===== src/rtl/serial_frame_tx_pkg.sv =====
// Shared encodings and defaults for the serial frame transmitter and the matching receiver.
package serial_frame_tx_pkg;

   typedef enum logic [2:0] {
      IDLE   = 3'd0,
      START  = 3'd1,
      DATA   = 3'd2,
      PARITY = 3'd3,
      STOP   = 3'd4
   } tx_state_t;

   localparam logic LINE_IDLE  = 1'b1;
   localparam logic LINE_START = 1'b0;

   localparam int DEF_DATA_BITS = 8;
   localparam int DEF_PARITY_EN = 1;
   localparam int DEF_STOP_BITS = 1;

endpackage


===== src/rtl/serial_frame_tx_strobe.sv =====
// Turns the divider output into a one-cycle strobe on each of its rising edges.
// bit_clk already lives in the clock_in domain, so no synchronizer is needed.
module bit_strobe_gen (
   input  logic clock_in,
   input  logic reset,
   input  logic bit_clk,
   output logic strobe
);

   logic bit_clk_d;

   always_ff @(posedge clock_in) begin
      if (reset) begin
         bit_clk_d <= 1'b0;
      end else begin
         bit_clk_d <= bit_clk;
      end
   end

   assign strobe = bit_clk & ~bit_clk_d;

endmodule


===== src/rtl/serial_frame_tx.sv =====
// UART-style frame transmitter: start, data LSB-first, optional even parity, stop bit(s).
// Each line bit is held for one bit_clk strobe period.
//
// state  | meaning
// IDLE   | line high, ready for a new byte
// START  | byte latched, waiting for strobe to drive the start bit
// DATA   | shifting data bits out, one per strobe
// PARITY | last data bit on the line, next strobe drives parity
// STOP   | driving stop bit(s); strobe after the last one raises done
module serial_frame_tx
   import serial_frame_tx_pkg::*;
#(
   parameter int DATA_BITS = DEF_DATA_BITS,
   parameter int PARITY_EN = DEF_PARITY_EN,
   parameter int STOP_BITS = DEF_STOP_BITS
) (
   input  logic                 clock_in,
   input  logic                 reset,
   input  logic                 bit_clk,
   input  logic [DATA_BITS-1:0] tx_data,
   input  logic                 tx_valid,
   output logic                 tx_ready,
   output logic                 tx_out,
   output logic                 busy,
   output logic                 done
);

   localparam logic [4:0] LAST_BIT  = 5'(DATA_BITS - 1);
   localparam logic [1:0] STOP_LAST = 2'(STOP_BITS);

   tx_state_t            state_q, state_n;
   logic [DATA_BITS-1:0] shift_q, shift_n;
   logic [4:0]           bit_cnt_q, bit_cnt_n;
   logic [1:0]           stop_cnt_q, stop_cnt_n;
   logic                 parity_q, parity_n;
   logic                 tx_out_q, tx_out_n;
   logic                 done_q, done_n;
   logic                 strobe;

   bit_strobe_gen u_strobe (
      .clock_in (clock_in),
      .reset    (reset),
      .bit_clk  (bit_clk),
      .strobe   (strobe)
   );

   always_ff @(posedge clock_in) begin
      if (reset) begin
         state_q    <= IDLE;
         shift_q    <= '0;
         bit_cnt_q  <= '0;
         stop_cnt_q <= '0;
         parity_q   <= 1'b0;
         tx_out_q   <= LINE_IDLE;
         done_q     <= 1'b0;
      end else begin
         state_q    <= state_n;
         shift_q    <= shift_n;
         bit_cnt_q  <= bit_cnt_n;
         stop_cnt_q <= stop_cnt_n;
         parity_q   <= parity_n;
         tx_out_q   <= tx_out_n;
         done_q     <= done_n;
      end
   end

   always_comb begin
      state_n    = state_q;
      shift_n    = shift_q;
      bit_cnt_n  = bit_cnt_q;
      stop_cnt_n = stop_cnt_q;
      parity_n   = parity_q;
      tx_out_n   = tx_out_q;
      done_n     = 1'b0;
      case (state_q)
         IDLE: begin
            tx_out_n = LINE_IDLE;
            if (tx_valid) begin
               shift_n  = tx_data;
               parity_n = ^tx_data;
               state_n  = START;
            end
         end
         START: begin
            if (strobe) begin
               tx_out_n   = LINE_START;
               bit_cnt_n  = '0;
               stop_cnt_n = '0;
               state_n    = DATA;
            end
         end
         DATA: begin
            if (strobe) begin
               tx_out_n  = shift_q[0];
               shift_n   = shift_q >> 1;
               bit_cnt_n = bit_cnt_q + 5'd1;
               if (bit_cnt_q == LAST_BIT) begin
                  if (PARITY_EN != 0) begin
                     state_n = PARITY;
                  end else begin
                     state_n = STOP;
                  end
               end
            end
         end
         PARITY: begin
            if (strobe) begin
               tx_out_n = parity_q;
               state_n  = STOP;
            end
         end
         STOP: begin
            // The strobe after the last stop period only closes the frame; the line is already high.
            if (strobe) begin
               if (stop_cnt_q == STOP_LAST) begin
                  done_n  = 1'b1;
                  state_n = IDLE;
               end else begin
                  tx_out_n   = LINE_IDLE;
                  stop_cnt_n = stop_cnt_q + 2'd1;
               end
            end
         end
         default: begin
            state_n = IDLE;
         end
      endcase
   end

   assign tx_ready = (state_q == IDLE);
   assign busy     = (state_q != IDLE);
   assign tx_out   = tx_out_q;
   assign done     = done_q;

endmodule


===== config.mk =====
export PLATFORM = sky130hd
export DESIGN_NAME = serial_frame_tx
export DESIGN_NICKNAME = d
export VERILOG_FILES = /design/src/rtl/serial_frame_tx_pkg.sv /design/src/rtl/serial_frame_tx_strobe.sv /design/src/rtl/serial_frame_tx.sv
export SDC_FILE = /design/constraint.sdc
export NUM_CORES = 1
export LEC_CHECK = 0
export ABC_AREA = 1
export CAP_MARGIN = 15
export CORE_MARGIN = 10
export CORE_UTILIZATION = 35
export CTS_CLUSTER_DIAMETER = 60
export DETAILED_ROUTE_END_ITERATION = 10
export HOLD_SLACK_MARGIN = 0.15
export SKIP_LAST_GASP = 1
export SLEW_MARGIN = 15
export SYNTH_ARGS = -nofsm -noshare
export SYNTH_HDL_FRONTEND = slang
export SYNTH_SLANG_ARGS = --single-unit

===== constraint.sdc =====
create_clock -name clock_in -period 1.2 [get_ports clock_in]
set_input_delay 0.24 -clock clock_in [delete_from_list [all_inputs] [get_ports clock_in]]
set_output_delay 0.24 -clock clock_in [all_outputs]
set_load 0.03 [all_outputs]

Word-level counts from Yosys, hierarchy flattened
Cells that the tools add are included.
- bits in registers: 22
- output and inout bits: 4
- word-level logic and storage cells: 67
- $add $sub $neg: 2
- equal/unequal tests: 14
- muxes and demuxes: 25
- bitwise logic cells: 4
- reductions and logical operators: 14
- operators with widths (cell ; number):
    3-bit 2-to-1 mux ; 7
    8-bit 2-to-1 mux ; 2
    2-bit != test, second input constant ; 8
    8-bit case mux with 2 select lines ; 1
    3-bit case mux with 5 select lines ; 1
    5-bit 2-to-1 mux ; 2
    5-bit case mux with 2 select lines ; 1
    8-bit XOR reduction ; 1
    7-bit AND reduction ; 1
    3-bit by 2-bit equality test with 1-bit output, second input constant ; 2
    1-bit 2-to-1 mux ; 6
    2-bit 2-to-1 mux ; 3
    3-bit AND reduction ; 2
    6-bit AND reduction ; 1
    2-bit nonzero test ; 3
    5-bit by 1-bit adder with 5-bit output, second input constant ; 1
    5-bit by 3-bit equality test with 1-bit output, second input constant ; 1
    1-bit case mux with 5 select lines ; 1
    5-bit nonzero test ; 1
    2-bit case mux with 2 select lines ; 1
    4-bit AND reduction ; 1
    3-bit by 1-bit equality test with 1-bit output, second input constant ; 1
    3-bit equality test, second input constant ; 1
    3-bit logical NOT ; 1
    other kinds (7) ; 9

Longest topological paths before layout
Gate-level depths: netlist of the first run.
- depth after elaboration: 4
- mapped depth: 10
- mapped depth without buffers: 10

Modules after synthesis
From an unflattened synthesis of the first run, not the netlist that was laid out.
- cell total of the unflattened synthesis: 210
- area, all modules: 1430.1 µm²
- modules (own cells, without submodules) (module ; instances ; cells an instance ; area an instance (µm²) ; seq. area each (µm²)):
    serial_frame_tx ; 1 ; 206 ; 1398.8 ; 420.4
    bit_strobe_gen ; 1 ; 4 ; 31.3 ; 20.0

Worst setup path before layout of the first run
OpenSTA, ideal clock, no wires.
- path type: register to register
- from: register state_q[2]
- to: register state_q[0]
- arrival time: 1.403 ns
- required time: 1.087 ns
- slack: -0.316 ns
- cell stages (with the launch flop): 9
- clock period less this slack: 1.516 ns
- cell sequence: dfxtp_1 -> nor2_1 -> nand2_2 -> inv_1 -> nand2_1 -> nand4_2 -> inv_1 -> nor2_1 -> nor2_1
- cells in the longest elaborated chain, start to end: 3
- elaborated cells between the ends (all ways): 14
- ends and longest elaborated chain (item ; RTL line ; text):
    start: declaration ; serial_frame_tx.sv:31 ; tx_state_t state_q, state_n;
    start signal: assignment ; serial_frame_tx.sv:57 ; state_q <= state_n;
    3-bit logical NOT (*) ; -- ;
    via tx_ready ; serial_frame_tx.sv:22 ; output logic tx_ready,
    2-bit != test (no source line) ; -- ;
    7-bit AND reduction (no source line) ; -- ;
Mark *: on every way through the listed nets, which the timed path passes. The rest lies on a longest branch.
A chain may end at the register's enable or synchronous reset.

Worst setup path after layout of the first run
- from: register state_q[0]
- to: output port tx_ready
- cells in the longest elaborated chain, start to end: 1
- ends and longest elaborated chain (item ; RTL line ; text):
    3-bit logical NOT ; serial_frame_tx.sv:130 ; assign tx_ready = (state_q == IDLE);
    end: declaration ; serial_frame_tx.sv:22 ;
Every way passes these cells.

==> metrics, run 1 <==
status=finished, violations left; failing checks=negative setup slack; total power=4.54 mW; Static Leak=0.977 nW; share of layout cells above drive strength 1=46.2%; Final nets=262; Core Area=0.00342 mm^2; slew of the pin with the lowest slew margin=0.238 ns; initial antenna violation count=0; n_diodes=0; unique cell type count in the Yosys netlist=28; Fmax=~680 MHz; critical path required time=0.96 ns; vias in the first global route=1337; Synth area leaders=dfxtp_1, nand2_1, inv_1; post-synthesis area per instance=6.83 um^2; Sink Count=22; GPL Wtd Cong=around 1.0; die width=80.3 um; Clock Path Buffers=2; GR met1 Demand/Resource=about an eighth; largest net degree at the start of global routing=14; #FFs+latches synth=22; Final Non-Filler Cells=293; top_reg_cell synth=dfxtp_1; Initial DRT Pass Iterations=4; CP Cell Sequence=nor2_4 -> nand2_8 -> buf_6 -> clkinvlp_4 -> buf_6; ANT nets after route=0; slowest stage delay, CP=0.38 ns; CTS tree=yes; setup TNS=-4.34 ns; first-pass GRT wire length=5.84 mm; Initial Util=37.2%; # rows=21; CP delay by family, top=flip-flops; number of cells on the worst reg-to-reg path=9; period utilization=123%; maxcap violations=0; Crit Path Max Fanout=2; Avg WL per Cell=about 13 um; RSZ-0062 raised after global routing=yes; Peak VDD IR=0.735 mV; count of hold-fix buffers inserted at cts=0; synth-to-layout area growth=68.0%; Worst Clk Skew=~0.015 ns; worst skew pair latency=0.31 ns; Total Wirelength=3.73 mm; # DRC=0; slew margin rel.=roughly 84%; crit start category=flop; # IOs=16; # setup viols final=22; dpl hpwl=2.30 mm; Ys Warns=0; via count=~1400; register area share after synthesis=34.6%; Hold Crit Class=reg2reg; worst path bufs/invs=3; mapped cell area=0.00127 mm^2; grt ovf=0; Setup WS post-layout=-0.281 ns; hold path depth=2; Max stage delay cell, worst path=dfxtp_4; GR peak layer=met2; clock root cell=clkbuf_4; Setup CP Type=reg2out; Final Util=62.5%; Mapped Nets=200; PortBufs=15; PwrDens=roughly 2100 mW/mm^2; endpoint class of the critical path=output port; filler cell count=312; H-tree levels=1; starting DRC count in detailed routing=72; Post-synth ARST share=0%; Vias/cell=4.74; CTS buffer count=3; Worst path most repeated cell=buf_6; M3 GR Usage=2.23%; Syn Inst Count=roughly 190; Worst path depth=5; die footprint=0.00644 mm^2; Slew Limit Fails=0; count of final hold-check violations=0; cell taking the most area after synthesis=dfxtp_1; most frequent cells in the layout=nand2_1, buf_4, nor2_1, dfxtp_1, inv_1; post-synth top area share=34.6%; Total GRT Usage=between 10% and 20%; Period minus WS final=1.48 ns; Critical Path AT=1.24 ns; Die H=80.3 um; M2 GR Usage=19.1%; Post-synth EDFFs=0; cell count after placement=270; CTS clk-pin slew, worst paths=~0.14 ns
==> final timing paths <==
check	start	endpoint	slack (ns)
max	state_q[0]$_SDFFE_PP0P_	tx_ready	-0.28
min	shift_q[3]$_SDFFE_PP0P_	shift_q[3]$_SDFFE_PP0P_	0.45
max reg2reg	state_q[0]$_SDFFE_PP0P_	shift_q[2]$_SDFFE_PP0P_	-0.24
min reg2reg	shift_q[3]$_SDFFE_PP0P_	shift_q[3]$_SDFFE_PP0P_	0.45
==> worst register-to-register path, delay by kind of cell (launching register included) <==
kind | cells | cell delay (ns)
DFF | 1 | 0.38
buffers and inverters | 3 | 0.38
AOI/OAI and AO/OA | 2 | 0.15
and+or+nand+nor | 4 | 0.44
==> area by class of cell <==
type | instances | area [um^2] | area share, %
Clock buffer | 4 | 26.3 | 1.23
Tap cell | 46 | 57.6 | 2.69
Sequential cell | 22 | 453 | 21.2
Inverter | 26 | 119 | 5.57
Multi-Input combinational cell | 134 | 917 | 42.9
Timing Repair Buffer | 61 | 563 | 26.4
==> Yosys cell counts (3+ instances only) <==
| cell type | count |
|---|---|
| nand2_2 | 4 |
| xnor2_1 | 4 |
| o21ai_0 | 14 |
| nand2_1 | 46 |
| nand3_1 | 7 |
| inv_2 | 3 |
| dfxtp_1 | 22 |
| inv_1 | 22 |
| a21oi_1 | 12 |
| nor2_1 | 22 |
| nor2_4 | 3 |
| xor2_1 | 4 |
==> metal layers <==
layer | vias up | part of all wire [%] | wire length [um]
met5 | - | 0 | 0
met4 | 0 | 2.8 | 104
met3 | 10 | 3.1 | 116
met2 | 26 | 53 | 1970
met1 | 640 | 41 | 1540
li1 | 713 | - | -
==> cells by family (layout without fill, tap and decap cells) <==
logic type,Yosys count,in the layout,share of synthesized area [%]
and+or+nand+nor,92,92,34.0
AOI/OAI and AO/OA,32,32,13.6
buffers and inverters,30,91,10.3
DFF,22,22,34.6
xor gates and xnor gates,8,8,5.51
adders and majority gates,2,2,1.97
==> stage by stage <==
step                hold WS, ns  setup slack (ns)  area [um^2]
finish                    0.450            -0.281         2140
global route              0.484            -0.340         2140
CTS                       0.458            -0.282         1940
detailed placement        0.438            -0.491         1700
global placement          0.434            -0.422         1700
floorplan                 0.365           -0.0259         1310
==> repair_timing <==
action | in CTS | in global routing
pin swaps | 12 | 14
setup buffers | 16 | 6
resized for setup | 37 | 49
endpoints found under the hold margin | 0 | 0
endpoints found under the setup margin | 23 | 23
==> flip-flops by register name, summed over array words and instances, names as in the netlist <==
| name | flops |
|---|---|
| bit_cnt_q | 5 |
| state_q | 3 |
| parity_q | 1 |
| shift_q | 8 |
| stop_cnt_q | 2 |
| done | 1 |
| tx_out | 1 |
| u_strobe.bit_clk_d | 1 |
==> report_power, final <==
part	total, mW	leakage [nW]	switching, mW	internal (mW)
Clock	0.365	0.0150	0.235	0.130
Combinational	3.14	0.780	1.64	1.50
Sequential	1.04	0.183	0.104	0.936
Note: power is estimated with default switching activity, not from simulation.
==> inputs of run 2 (changes only) <==
Settings changed: CORE_UTILIZATION 35 to 37, CTS_BUF_LIST set to sky130_fd_sc_hd__clkbuf_4, RECOVER_POWER set to 25.
==> metrics, run 2 (synthesis gave the netlist of run 1 again) <==
Crit Path Max Fanout=2 (unchanged); Fmax=666 MHz (-1.3%); Setup CP Type=reg2out; Top Registers=shift_q x8, bit_cnt_q x5, state_q x3; Vias/cell=4.74 (about the same); Highest Signal Layer=met4; hold path depth=2 (unchanged); H-tree levels=1 (unchanged); total length of routed met2 wires=2.08 mm (+5.6%); most frequent cells in the layout=nand2_1, buf_4, nor2_1, dfxtp_1, buf_6; count of hold-fix buffers inserted at cts=0 (unchanged); die footprint=0.00618 mm^2 (-4.1%); commonest non-fill, non-tap cell in the layout=nand2_1; Initial Util=38.1% (+0.88 points); ANT nets after route=0 (unchanged); critical path required time=0.96 ns (about the same); period utilization=125% (+1.6 points); share of layout cells above drive strength 1=49.0% (+2.8 points); Peak VDD IR=0.837 mV (+14%); reg2reg start=state_q[0]$_SDFFE_PP0P_; # setup viols final=22 (unchanged); worst r2r dst=shift_q[4]$_SDFFE_PP0P_; Final Util=65.4% (+2.8 points); beginning of the critical path=state_q[0]$_SDFFE_PP0P_; Reg2Reg Setup Slack=-0.28 ns (-0.04 ns); slew margin rel.=63.4% (-21 points); Setup WS post-layout=-0.301 ns (-0.0194 ns); hold path endpoint=shift_q[1]$_SDFFE_PP0P_; CTS buffer count=3 (unchanged); Initial DRT Pass Iterations=4 (unchanged); dpl hpwl=2.32 mm (+0.84%); PwrDens=2190 mW/mm^2 (+2.8%); synth-to-layout area growth=71.6%; cell count after placement=271 (+0.37%); RSZ-0062 raised after global routing=yes; total power=4.77 mW (+4.9%); clock root cell=clkbuf_4; Total GRT Usage=11.4% (+0.40 points); Critical Path AT=1.26 ns (+0.02 ns); grt ovf=0 (unchanged); # IOs=16 (unchanged); slew of the pin with the lowest slew margin=0.549 ns (+0.311 ns); number of cells on the worst reg-to-reg path=9 (unchanged); min-delay src=shift_q[1]$_SDFFE_PP0P_; Final Non-Filler Cells=293 (unchanged); CTS tree=yes; # DRC=0 (unchanged); worst skew pair latency=0.32 ns (about the same); starting DRC count in detailed routing=70 (-2.8%); maxcap violations=0 (unchanged); Core Area=0.00334 mm^2 (-2.3%); Worst Clk Skew=0.00599 ns (-0.00882 ns); Avg WL per Cell=13.0 um (+2.4%); n_diodes=0 (unchanged); largest net degree at the start of global routing=15 (+1); Slew Limit Fails=0 (unchanged); crit start category=flop; failing checks=negative setup slack; Clock Path Buffers=2 (unchanged); status=finished, violations left; Hold Crit Class=reg2reg; PortBufs=15 (unchanged); count of final hold-check violations=0 (unchanged); Total Wirelength=3.82 mm (+2.4%); Die H=78.6 um (-2.1%); met1 wire length=1.66 mm (+7.9%); setup slack after placement=-0.505 ns (-0.0137 ns); Static Leak=0.998 nW (+2.1%); die width=78.6 um (-2.1%); max reg flops=8 (unchanged); GPL Wtd Cong=0.929 (-7.1%); # rows=21 (unchanged); Period minus WS final=1.50 ns (+0.0194 ns); vias in the first global route=1372 (+2.6%); initial antenna violation count=0 (unchanged); CTS clk-pin slew, worst paths=0.13 ns (about the same); via count=1390 (+0.072%); endpoint class of the critical path=output port; DR WL met3=65 um (-44%); Sink Count=22 (unchanged); first-pass GRT wire length=5.98 mm (+2.4%); Final nets=262 (unchanged); largest reg by FF count=shift_q
==> run 2: cell types whose count changed in the layout (fill, tap and decap cells not counted), moves of 4 or more <==
cell,previous run,this run
a21oi_2,4,10
o21ai_0,4,8
o21ai_1,4,0
buf_4,34,28
a21oi_1,8,2
buf_6,14,18
==> run 2: per-layer routing <==
layer	track usage [%]	up-vias
met5	0	-
met4	3.58	0
met3	2.28	2
met2	20.1	14
met1	13.5	662
li1	-	712
==> run 2: per-stage QoR <==
step / cell area (um^2) / TNS (ns) / hold WS [ns]
finish: 2180 / -4.53 / 0.455
floorplan: 1310 / -0.0421 / 0.365
global placement: 1690 / -7.79 / 0.435
detailed placement: 1690 / -8.71 / 0.440
CTS: 1950 / -4.09 / 0.458
global route: 2180 / -5.90 / 0.492
==> run 2: final cells by class <==
type	instances	area, um^2
fillers	284	1160
multi-input cells	135	951
repair buffers	60	574
flip-flops and latches	22	453
inverters	26	119
well taps	46	57.6
clock buffers	3	22.5
clock inverters	1	3.75
==> run 2: worst max-delay path by stage <==
stage | slack, ns | endpoint
floorplan | -0.03 | state_q[0]$_SDFFE_PP0P_
CTS | -0.27 | tx_ready
global placement | -0.42 | tx_out$_SDFFE_PP1P_
finish | -0.30 | tx_ready
detailed placement | -0.51 | stop_cnt_q[0]$_SDFFE_PP0P_
global route | -0.35 | tx_ready
==> run 2: timing repair <==
item,CTS,global route
endpoints found under the setup margin,23,23
pin swaps,12,19
gates cloned,1,1
gates resized for setup,37,59
buffers inserted,12,7
==> run 2: report_power, final <==
group          internal (mW)  switching, mW  leakage, nW  total, mW
Sequential             0.936          0.108        0.183       1.04
Clock                  0.122          0.244       0.0154      0.366
Combinational           1.62           1.73        0.800       3.36
==> run 2: critical path: stages (launching register included) <==
cell and delay (ns):
dfxtp_4 0.38, nor2_4 0.19, nand2_8 0.06, buf_6 0.12
clkinvlp_4 0.07, buf_6 0.12
==> inputs of run 3 (changes only) <==
Settings changed: DONT_BUFFER_PORTS set to 1.
Clock period 1.2 ns to 1.4 ns, I/O delays scaled along.
==> metrics, run 3 (synthesis gave the netlist of run 1 again) <==
status=finished, violations left; failing checks=negative setup slack; maxcap violations=0 (unchanged); worst path bufs/invs=2 (-1); Reg2Reg Setup Slack=0.06 ns (+0.34 ns); CP delay by family, top=flip-flops; Setup WS post-layout=-0.0305 ns (+0.270 ns); count of final hold-check violations=0 (unchanged); share of layout cells above drive strength 1=25.0% (-24 points); # rows=21 (unchanged); ANT nets after route=0 (unchanged); via count=1182 (-15%); CTS buffer count=3 (unchanged); starting DRC count in detailed routing=81 (+16%); first-pass GRT wire length=4.91 mm (-18%); largest net degree at the start of global routing=15 (unchanged); Multi-input gate area=734 um^2 (-23%); Cell Area, Placed=0.00139 mm^2 (-18%); total power=2.86 mW (-40%); Core Area=0.00334 mm^2 (unchanged); FF/Latch Area=455 um^2 (+0.55%); Initial Util=38.1% (unchanged); commonest non-fill, non-tap cell in the layout=nand2_1; Total Wirelength=2.99 mm (-22%); Sink Count=22 (unchanged); vias in the first global route=1103 (-20%); CTS clk-pin slew, worst paths=0.13 ns (about the same); part of the power in the clock network=10.7% (+3.0 points); PwrDens=1830 mW/mm^2 (-16%); Hold Crit Class=in2reg; min-delay src=reset; endpoint class of the critical path=output port; largest reg by FF count=shift_q; Initial DRT Pass Iterations=4 (unchanged); Final nets=224 (-15%); Crit Path Max Fanout=4 (+2); worst skew pair latency=0.32 ns (about the same); Clock Path Buffers=2 (unchanged); Slew Limit Fails=0 (unchanged); synth-to-layout area growth=23.0%; Static Leak=0.732 nW (-27%); Max stage delay cell, worst path=dfxtp_4; Total GRT Usage=9.72% (-1.7 points); Setup CP Type=reg2out; Avg WL per Cell=11.8 um (-9.6%); Die H=78.6 um (unchanged); Vias/cell=4.65 (-1.9%); clock root cell=clkbuf_4; Critical Path AT=1.15 ns (-0.11 ns); PortBufs=0 (-15); initial antenna violation count=0 (unchanged); Worst Clk Skew=0.00933 ns (+0.00334 ns); die footprint=0.00618 mm^2 (unchanged); post-route cell area=0.00156 mm^2 (-28%); Comb pwr share=56.8% (-14 points); # setup viols final=1 (-95%); sequential power share=32.5% (+11 points); hold path depth=3 (+1); Peak VDD IR=0.738 mV (-12%); die width=78.6 um (unchanged); CP Cell Sequence=nor2_4 -> nand2_4 -> clkinvlp_4 -> buf_6; crit start category=flop; switching share of total power=44.0% (+0.21 points); grt ovf=0 (unchanged); slew of the pin with the lowest slew margin=0.327 ns (-0.221 ns); most frequent cells in the layout=nand2_1, nor2_1, inv_1; RSZ-0062 raised after global routing=yes; P_sw=1.26 mW (-40%); slew margin rel.=78.1% (+15 points); # DRC=0 (unchanged); dpl hpwl=2.13 mm (-8.0%); period utilization=102%; H-tree levels=1 (unchanged); hold path endpoint=state_q[0]$_SDFFE_PP0P_; cell internal pwr=1.60 mW (-40%); # IOs=16 (unchanged); critical path required time=1.12 ns (+0.16 ns); number of cells on the worst reg-to-reg path=9 (unchanged); GPL Wtd Cong=0.815 (-12%); worst r2r dst=shift_q[0]$_SDFFE_PP0P_; n_diodes=0 (unchanged); CTS tree=yes; Top Registers=shift_q x8, bit_cnt_q x5, state_q x3; filler cell count=372 (+31%); reg2reg start=state_q[0]$_SDFFE_PP0P_; Fmax=699 MHz; slowest stage delay, CP=0.39 ns (about the same); max reg flops=8 (unchanged); Period minus WS final=1.43 ns
==> run 3: routing by layer <==
metal,routed length [um],share of wire [%],vias to the layer above,GRT usage [%]
li1,-,-,634,-
met1,1410,47,525,11.9
met2,1410,47,19,16.2
met3,137,4.6,4,2.39
met4,29,0.97,0,3.23
met5,0,0,-,0
==> run 3: what timing repair did <==
action | 4_1_cts | 5_1_grt
hold buffers | 3 | 0
endpoints found under the setup margin | 2 | 16
setup buffers | 4 | 6
cloned | 0 | 0
pin swaps | 2 | 7
gates resized for setup | 8 | 15
hold endpoints to repair | 7 | 0
==> run 3: cell type report <==
| type | count | area share, % |
|---|---|---|
| multi-input combinational | 134 | 47.0 |
| sequential | 22 | 29.1 |
| inverter | 26 | 6.80 |
| tap | 46 | 3.68 |
| clock buffer | 3 | 1.44 |
| timing repair buffer | 23 | 12.0 |
==> run 3: power by group through the flow <==
stage / registers, mW / logic, mW / clock network [mW]
after floorplan: 0.902 / 1.00 / 0
after global placement: 0.922 / 1.27 / 0
after detailed placement: 0.927 / 1.26 / 0
after CTS: 0.917 / 1.42 / 0.303
after global routing: 0.945 / 1.81 / 0.334
final: 0.929 / 1.62 / 0.305
==> run 3: stage by stage <==
| stage | util (%) | setup WS, ns | setup TNS, ns | std cells | hold WS [ns] |
|---|---|---|---|---|---|
| detailed placement | 41.5 | 0.0215 | 0 | 238 | 0.352 |
| CTS | 44.6 | -0.00276 | -0.00276 | 248 | 0.184 |
| floorplan | - | 0.0112 | 0 | 186 | 0.405 |
| global route | 46.9 | -0.0702 | -0.253 | 254 | 0.193 |
| global placement | 41.5 | 0.0472 | 0 | 238 | 0.345 |
| finish | 46.9 | -0.0305 | -0.0305 | 254 | 0.169 |
==> run 3: worst register-to-register path: stages (launching register included) <==
cell and delay [ns]:
dfxtp_4 0.40, inv_4 0.08, nand2_2 0.08, nor2_4 0.19
nand2_4 0.09, inv_4 0.07, nor2_4 0.06, buf_6 0.14
o21ai_2 0.12, nor2_1 0.05
==> run 3: worst max path at each step <==
| stage | start | end | cells past startpoint |
|---|---|---|---|
| after floorplan | state_q[2]$_SDFFE_PP0P_ | state_q[0]$_SDFFE_PP0P_ | 9 |
| after global placement | state_q[0]$_SDFFE_PP0P_ | shift_q[0]$_SDFFE_PP0P_ | 9 |
| after detailed placement | state_q[0]$_SDFFE_PP0P_ | shift_q[6]$_SDFFE_PP0P_ | 9 |
| after CTS | state_q[0]$_SDFFE_PP0P_ | tx_ready | 4 |
| after global routing | state_q[2]$_SDFFE_PP0P_ | tx_ready | 4 |
| final | state_q[2]$_SDFFE_PP0P_ | tx_ready | 4 |
